`src/rtl/irq_ctrl_if.sv`:
```
// Signal bundle between irq_ctrl and its environment: request sources, the CPU
// interrupt handshake and the shared 8-bit peripheral register bus.
interface irq_ctrl_if #(
  parameter int N_SRC = 4
);
  logic [N_SRC-1:0] irq_req;
  logic [N_SRC-1:0] irq_done;
  logic             cpu_irq;
  logic [7:0]       cpu_vec;
  logic             cpu_ack;
  logic             cpu_reti;
  logic [7:0]       addr;
  logic [7:0]       wdata;
  logic             write;
  logic             read;
  logic [7:0]       rdata;

  // The controller side.
  modport slave (
    input  irq_req, cpu_ack, cpu_reti, addr, wdata, write, read,
    output irq_done, cpu_irq, cpu_vec, rdata
  );

  // Sources, CPU and bus master seen as one driver.
  modport master (
    output irq_req, cpu_ack, cpu_reti, addr, wdata, write, read,
    input  irq_done, cpu_irq, cpu_vec, rdata
  );
endinterface

```
`src/rtl/irq_ctrl.sv`:
```
// Fixed-priority interrupt controller: edge-latched pending bits, per-source mask,
// global enable I, and a single-level IDLE/REQ/SERVICE/DONE handshake with the CPU.
module irq_ctrl #(
  parameter int         N_SRC      = 4,
  parameter logic [7:0] VEC_BASE   = 8'h02,
  parameter logic [7:0] VEC_STRIDE = 8'h02,
  parameter logic [7:0] ADDR_SREG  = 8'h5f,
  parameter logic [7:0] ADDR_MSK   = 8'h6f,
  parameter logic [7:0] ADDR_PND   = 8'h3f
) (
  input  logic        clk,
  input  logic        rst,
  irq_ctrl_if.slave   bus
);

  localparam logic [1:0] IDLE    = 2'd0;
  localparam logic [1:0] REQ     = 2'd1;
  localparam logic [1:0] SERVICE = 2'd2;
  localparam logic [1:0] DONE    = 2'd3;

  logic [1:0]       state_q,   state_d;
  logic [2:0]       idx_q,     idx_d;
  logic             i_q,       i_d;
  logic [N_SRC-1:0] mask_q,    mask_d;
  logic [N_SRC-1:0] pend_q,    pend_d;
  logic [N_SRC-1:0] req_q;
  logic [N_SRC-1:0] done_q,    done_d;
  logic             cpu_irq_q, cpu_irq_d;
  logic [7:0]       cpu_vec_q, cpu_vec_d;
  logic [7:0]       rdata_q,   rdata_d;

  logic             wr_sreg, wr_msk, wr_pnd, rd_en;
  logic             hw_i_clr, hw_i_set;
  logic [N_SRC-1:0] rise, elig, sw_clr, hw_clr, idx_onehot;
  logic [2:0]       win;
  logic [7:0]       win_vec;

  assign wr_sreg = bus.write && (bus.addr == ADDR_SREG);
  assign wr_msk  = bus.write && (bus.addr == ADDR_MSK);
  assign wr_pnd  = bus.write && (bus.addr == ADDR_PND);
  assign rd_en   = bus.read && !bus.write;

  // Only a 0->1 transition latches a request, so a held level cannot re-pend.
  assign rise       = bus.irq_req & ~req_q;
  assign elig       = pend_q & mask_q & {N_SRC{i_q}};
  assign idx_onehot = N_SRC'(1) << idx_q;

  // Walk from the top so the lowest eligible index is the one that sticks.
  always_comb begin
    win = '0;
    for (int i = N_SRC - 1; i >= 0; i--) begin
      if (elig[i]) win = 3'(i);
    end
  end

  assign win_vec = VEC_BASE + 8'(win) * VEC_STRIDE;

  // NOTE: every signal written here gets a default first, otherwise the
  // unassigned paths would infer latches.
  always_comb begin
    state_d   = state_q;
    idx_d     = idx_q;
    cpu_irq_d = cpu_irq_q;
    cpu_vec_d = cpu_vec_q;
    done_d    = '0;
    hw_clr    = '0;
    hw_i_clr  = 1'b0;
    hw_i_set  = 1'b0;
    case (state_q)
      IDLE: begin
        if (|elig) begin
          idx_d     = win;
          cpu_vec_d = win_vec;
          cpu_irq_d = 1'b1;
          state_d   = REQ;
        end
      end
      REQ: begin
        // Selection is frozen here; a simultaneous reti is dropped in favour of ack.
        if (bus.cpu_ack) begin
          cpu_irq_d = 1'b0;
          hw_i_clr  = 1'b1;
          state_d   = SERVICE;
        end
      end
      SERVICE: begin
        if (bus.cpu_reti) begin
          done_d  = idx_onehot;
          state_d = DONE;
        end
      end
      DONE: begin
        hw_clr   = idx_onehot;
        hw_i_set = 1'b1;
        state_d  = IDLE;
      end
      default: state_d = IDLE;
    endcase
  end

  always_comb begin
    i_d     = i_q;
    mask_d  = mask_q;
    sw_clr  = '0;
    rdata_d = rdata_q;

    if (wr_sreg) i_d    = bus.wdata[7];
    if (wr_msk)  mask_d = bus.wdata[N_SRC-1:0];
    if (wr_pnd)  sw_clr = bus.wdata[N_SRC-1:0];

    // Hardware updates of I override a software write in the same cycle.
    if (hw_i_clr) i_d = 1'b0;
    if (hw_i_set) i_d = 1'b1;

    pend_d = (pend_q & ~(sw_clr | hw_clr)) | rise;

    if (rd_en) begin
      case (bus.addr)
        ADDR_SREG: rdata_d = {i_q, 7'b0};
        ADDR_MSK:  rdata_d = 8'(mask_q);
        ADDR_PND:  rdata_d = 8'(pend_q);
        default:   rdata_d = 8'h00;
      endcase
    end
  end

  // NOTE: every flop sits in the async reset so a reset mid-service drops the
  // interrupt outright and can never leave a stale irq_done behind.
  always_ff @(posedge clk or posedge rst) begin
    if (rst) begin
      state_q   <= IDLE;
      idx_q     <= '0;
      i_q       <= 1'b0;
      mask_q    <= '0;
      pend_q    <= '0;
      req_q     <= '0;
      done_q    <= '0;
      cpu_irq_q <= 1'b0;
      cpu_vec_q <= '0;
      rdata_q   <= '0;
    end else begin
      // NOTE: non-blocking assignments so every flop samples pre-edge values.
      state_q   <= state_d;
      idx_q     <= idx_d;
      i_q       <= i_d;
      mask_q    <= mask_d;
      pend_q    <= pend_d;
      req_q     <= bus.irq_req;
      done_q    <= done_d;
      cpu_irq_q <= cpu_irq_d;
      cpu_vec_q <= cpu_vec_d;
      rdata_q   <= rdata_d;
    end
  end

  assign bus.irq_done = done_q;
  assign bus.cpu_irq  = cpu_irq_q;
  assign bus.cpu_vec  = cpu_vec_q;
  assign bus.rdata    = rdata_q;

  a_done_onehot: assert property (@(posedge clk) disable iff (rst) $onehot0(done_q));
  a_irq_in_req:  assert property (@(posedge clk) disable iff (rst) cpu_irq_q == (state_q == REQ));

endmodule

```
`src/flat_wrapper.sv`:
```
// flat-port wrapper written by rule: the top's interface ports become plain ports
module irq_ctrl_flat 
#(
  parameter int         N_SRC      = 4,
  parameter logic [7:0] VEC_BASE   = 8'h02,
  parameter logic [7:0] VEC_STRIDE = 8'h02,
  parameter logic [7:0] ADDR_SREG  = 8'h5f,
  parameter logic [7:0] ADDR_MSK   = 8'h6f,
  parameter logic [7:0] ADDR_PND   = 8'h3f
)
  (clk, rst, bus_irq_req, bus_cpu_ack, bus_cpu_reti, bus_addr, bus_wdata, bus_write, bus_read, bus_irq_done, bus_cpu_irq, bus_cpu_vec, bus_rdata);
  irq_ctrl_if #(.N_SRC(N_SRC)) bus_i ();
  input  logic clk;
  input  logic rst;
  input wire logic [$bits(bus_i.irq_req)-1:0] bus_irq_req;
  input wire logic [$bits(bus_i.cpu_ack)-1:0] bus_cpu_ack;
  input wire logic [$bits(bus_i.cpu_reti)-1:0] bus_cpu_reti;
  input wire logic [$bits(bus_i.addr)-1:0] bus_addr;
  input wire logic [$bits(bus_i.wdata)-1:0] bus_wdata;
  input wire logic [$bits(bus_i.write)-1:0] bus_write;
  input wire logic [$bits(bus_i.read)-1:0] bus_read;
  output wire logic [$bits(bus_i.irq_done)-1:0] bus_irq_done;
  output wire logic [$bits(bus_i.cpu_irq)-1:0] bus_cpu_irq;
  output wire logic [$bits(bus_i.cpu_vec)-1:0] bus_cpu_vec;
  output wire logic [$bits(bus_i.rdata)-1:0] bus_rdata;
  assign bus_i.irq_req = bus_irq_req;
  assign bus_i.cpu_ack = bus_cpu_ack;
  assign bus_i.cpu_reti = bus_cpu_reti;
  assign bus_i.addr = bus_addr;
  assign bus_i.wdata = bus_wdata;
  assign bus_i.write = bus_write;
  assign bus_i.read = bus_read;
  assign bus_irq_done = bus_i.irq_done;
  assign bus_cpu_irq = bus_i.cpu_irq;
  assign bus_cpu_vec = bus_i.cpu_vec;
  assign bus_rdata = bus_i.rdata;
  irq_ctrl #(.N_SRC(N_SRC), .VEC_BASE(VEC_BASE), .VEC_STRIDE(VEC_STRIDE), .ADDR_SREG(ADDR_SREG), .ADDR_MSK(ADDR_MSK), .ADDR_PND(ADDR_PND)) u_core (.clk(clk), .rst(rst), .bus(bus_i));
endmodule
```
`config.mk`:
```
export PLATFORM = sky130hd
export DESIGN_NAME = irq_ctrl_flat
export DESIGN_NICKNAME = d
export VERILOG_FILES = /design/src/rtl/irq_ctrl_if.sv /design/src/rtl/irq_ctrl.sv /design/src/flat_wrapper.sv
export SDC_FILE = /design/constraint.sdc
export NUM_CORES = 1
export LEC_CHECK = 0
export ABC_CLOCK_PERIOD_IN_PS = 1700
export CAP_MARGIN = 5
export CORE_ASPECT_RATIO = 2
export CORE_UTILIZATION = 55
export DETAILED_ROUTE_END_ITERATION = 12
export DONT_BUFFER_PORTS = 1
export PLACE_DENSITY = 0.73
export SLEW_MARGIN = 20
export SYNTH_ARGS = -nofsm -noshare
export SYNTH_HDL_FRONTEND = slang
export SYNTH_SLANG_ARGS = --single-unit
```
`constraint.sdc`:
```
create_clock -name clk -period 1.7 [get_ports clk]
set_clock_uncertainty 0.2 [all_clocks]
set_input_delay 0.085 -clock clk [delete_from_list [all_inputs] [get_ports clk]]
set_output_delay 0.085 -clock clk [all_outputs]
set_load 0.02 [all_outputs]
```
==> impl_metrics.ini <==
[grt]
gr-usage-met2_pct = 47.2
grt_max_degree = 31
antenna_found_initial = 0
grt_pass1_wl_mm = 5.88
grtUsageTotal_pct = 28.7
grt_busiest_layer = met2
grt-ovfl-total = 0
grt_util_met3_pct = 8.45
grt_pass1_vias = 1275
met1_usage_pct = 31.2

[yosys]
synth_most_common_cell = dfrtp_1
muxShareOfSynthArea_pct = 5.97
synth_xor_area_share_pct = 0
ys.flop_type = dfrtp_1
postSynthAreaPerCell_um2 = 11.3
synth_top_family_by_area = compound AO/OA/AOI/OAI gates
synth.top_cells.by_count = dfrtp_1 (30), inv_1 (12), nand2_1 (9), a22o_1 (8), buf_4 (8)
synthCells = 134
netlist.area_leader.share_pct = 49.8
synth_cell_types = 40
yosys.area_share.simple_pct = 13.3
yosys-top-cells-area = dfrtp_1 (50%), a22o_1 (4.6%), ha_1 (4.1%), buf_4 (4.0%), inv_1 (3.0%)
netlist_area_mm2 = 0.00151
yosysSeqAreaShare_pct = 49.8
synth_compound_area_share_pct = 18.2
ys_ff_latch = 30
yosys_warnings = 0
yosysTopAreaCell = dfrtp_1
synth-async-reset-ratio_pct = 100
synth_adder_area_share_pct = 4.15
synth_edf_count = 0

[setup_path]
crit_cells = 5
arrival_ps = 1750
crit_chain = nand2_1 -> a32o_2 -> and3_1 -> ha_2 -> mux2_4
cp_slowest_cell = dfrtp_1
crit_path_start_kind = register
cp_top_family = flip-flops
worst-path-buf-inv = 0
crit_fanout = 3
rr_worst_depth = 5
crit_required_ps = 1670
critPathMaxStageDelay_ps = 410
crit_path_end_kind = register
path_class = register to register

[timing]
slew_viol_final = 0
rsz0062_at_grt = yes
period_share_pct = 104
hold_violations = 0
finalWorstSetupSlack_ps = -74.4
max_freq_mhz = 564
min_period_ps = 1770
finalSetupViolCount = 3

[power_and_ir_drop]
netSwitchingFraction_pct = 33.1
p_switching_w = 0.000842
leakagePower_nw = 0.949
seqPwrFrac_pct = 40.8
vdd_drop_max_uv = 1240
p_per_area_mw_per_mm2 = 1280
p_clk_share_pct = 26.6
p_int_w = 0.00170
comb_power_share_pct = 32.6

[routing]
drc = 0
drt-pass1-iter-count = 4
ant_nets = 0
drt-initial-drc-count = 29
num_vias = 1171
drt-total-wl_mm = 3.68
avgRoutedWirePerCell_um = 17.8
vias_per_cell = 5.68

[placement]
place.gp.congestion = 0.842
hpwlAfterDp_mm = 2.54
placedCellCount = 169
port_buffers = 0

[flow_run]
maxCapViolCount = 0

[clocking]
h-tree-depth = 2
cts_tree = built
clkLatencyLatePin_ps = 290
clock_sinks = 30
cts-root-buf = clkbuf_8
clockBufferDepth = 2
numCtsBuffers = 5
clk_pin_slew_ps = 60

[min_path]
hp-class = input port to register
min_path_cells = 3

[die]
die_h_um = 76.1
die_area_mm2 = 0.00297
rows = 26
start_util_pct = 58.7
dieWidth_um = 39.0
coreArea_mm2 = 0.00257
boundaryPins = 47

[outcome]
status = finished with violations
violations = setup timing

[finish]
stdcell_count = 206
finalCoreUtilization_pct = 77.4
num_antenna_cells = 0
num-nets-final = 208
drive_gt1_share_pct = 27.5
area_delta_synth_final_pct = 31.8
[stage by stage]
stage               hold slack (ps)  TNS, ps  power (W)  worst slack [ps]  instance area (um^2)
finish                         5.45    -93.4    0.00255             -74.4                  1990
global route                   28.8     -240    0.00266              -108                  1990
detailed placement             -130     -193    0.00169              -119                  1570
global placement               -134    -44.1    0.00163             -44.1                  1570
CTS                            6.10    -82.9    0.00249             -75.1                  1950
floorplan                     -83.6        0    0.00150              4.10                  1540
[worst min-delay path: cells and delay by family]
family | cells | cell delay, ps
compound gates | 1 | 170
simple gates | 2 | 200
[final cells by class]
type / count / area, um^2
flip-flops and latches: 30 / 751
multi-input cells: 88 / 689
fillers: 168 / 581
repair buffers: 40 / 359
clock buffers: 8 / 110
inverters: 12 / 45.0
well taps: 28 / 35.0
[registers in the layout (all words and copies together) (netlist names)]
name,flops
u_core.idx_q,2
u_core.pend_q,4
u_core.bus.rdata,5
u_core.i_q,1
u_core.bus.irq_done,4
u_core.state_q,2
u_core.bus.cpu_vec,3
u_core.req_q,4
u_core.mask_q,4
u_core.bus.cpu_irq,1
[what timing repair did]
action	4_1_cts	5_1_grt
endpoints found under the setup margin	3	5
hold buffers	22	0
pin swaps	3	1
resized for setup	3	7
setup buffers	5	2
hold endpoints to repair	54	0
[cells in the final DEF, fill, tap and decap left out, types with 5 or more instances in the layout]
cell type and count:
clkbuf_8 8, dlygate4sd3_1 22, inv_1 12, a22o_1 8
nand3_1 5, nand2_1 9, conb_1 8, dfrtp_1 30
buf_4 17
[cells by family after synthesis]
kind of cell             count (synthesis)
AO/OA/AOI/OAI                           32
multiplexers                             7
AND/OR/NAND/NOR                         36
flip-flops                              30
buffers and inverters                   23
adder cells (fa/ha/maj)                  5
other                                    1
[layer usage]
layer | share of wire (%) | routed length, um | up-vias
met3 | 3.7 | 136 | 8
met5 | 0 | 0 | -
met2 | 57 | 2080 | 27
met1 | 37 | 1360 | 584
li1 | - | - | 552
met4 | 2.8 | 102 | 0
[path summary, 6_finish.rpt]
check | from | to | slack, ps
max | u_core.pend_q[2] | u_core.bus.cpu_vec[2] | -70
min reg2reg | u_core.req_q[0] | u_core.pend_q[0] | 230
min in group asynchronous | rst | u_core.pend_q[1] | 120
min | bus_addr[3] | u_core.bus.rdata[0] | 5
max in group asynchronous | rst | u_core.i_q | 900
max reg2reg | u_core.pend_q[2] | u_core.bus.cpu_vec[2] | -70
[power by group through the flow]
| stage | registers [W] | clock network, W | logic [W] |
|---|---|---|---|
| finish | 0.00104 | 0.000677 | 0.000830 |
| global route | 0.00105 | 0.000717 | 0.000893 |
| CTS | 0.00103 | 0.000686 | 0.000772 |
| floorplan | 0.000992 | 0 | 0.000511 |
| detailed placement | 0.00105 | 0 | 0.000640 |
| global placement | 0.00104 | 0 | 0.000591 |
Note: power is estimated with default switching activity, not from simulation.
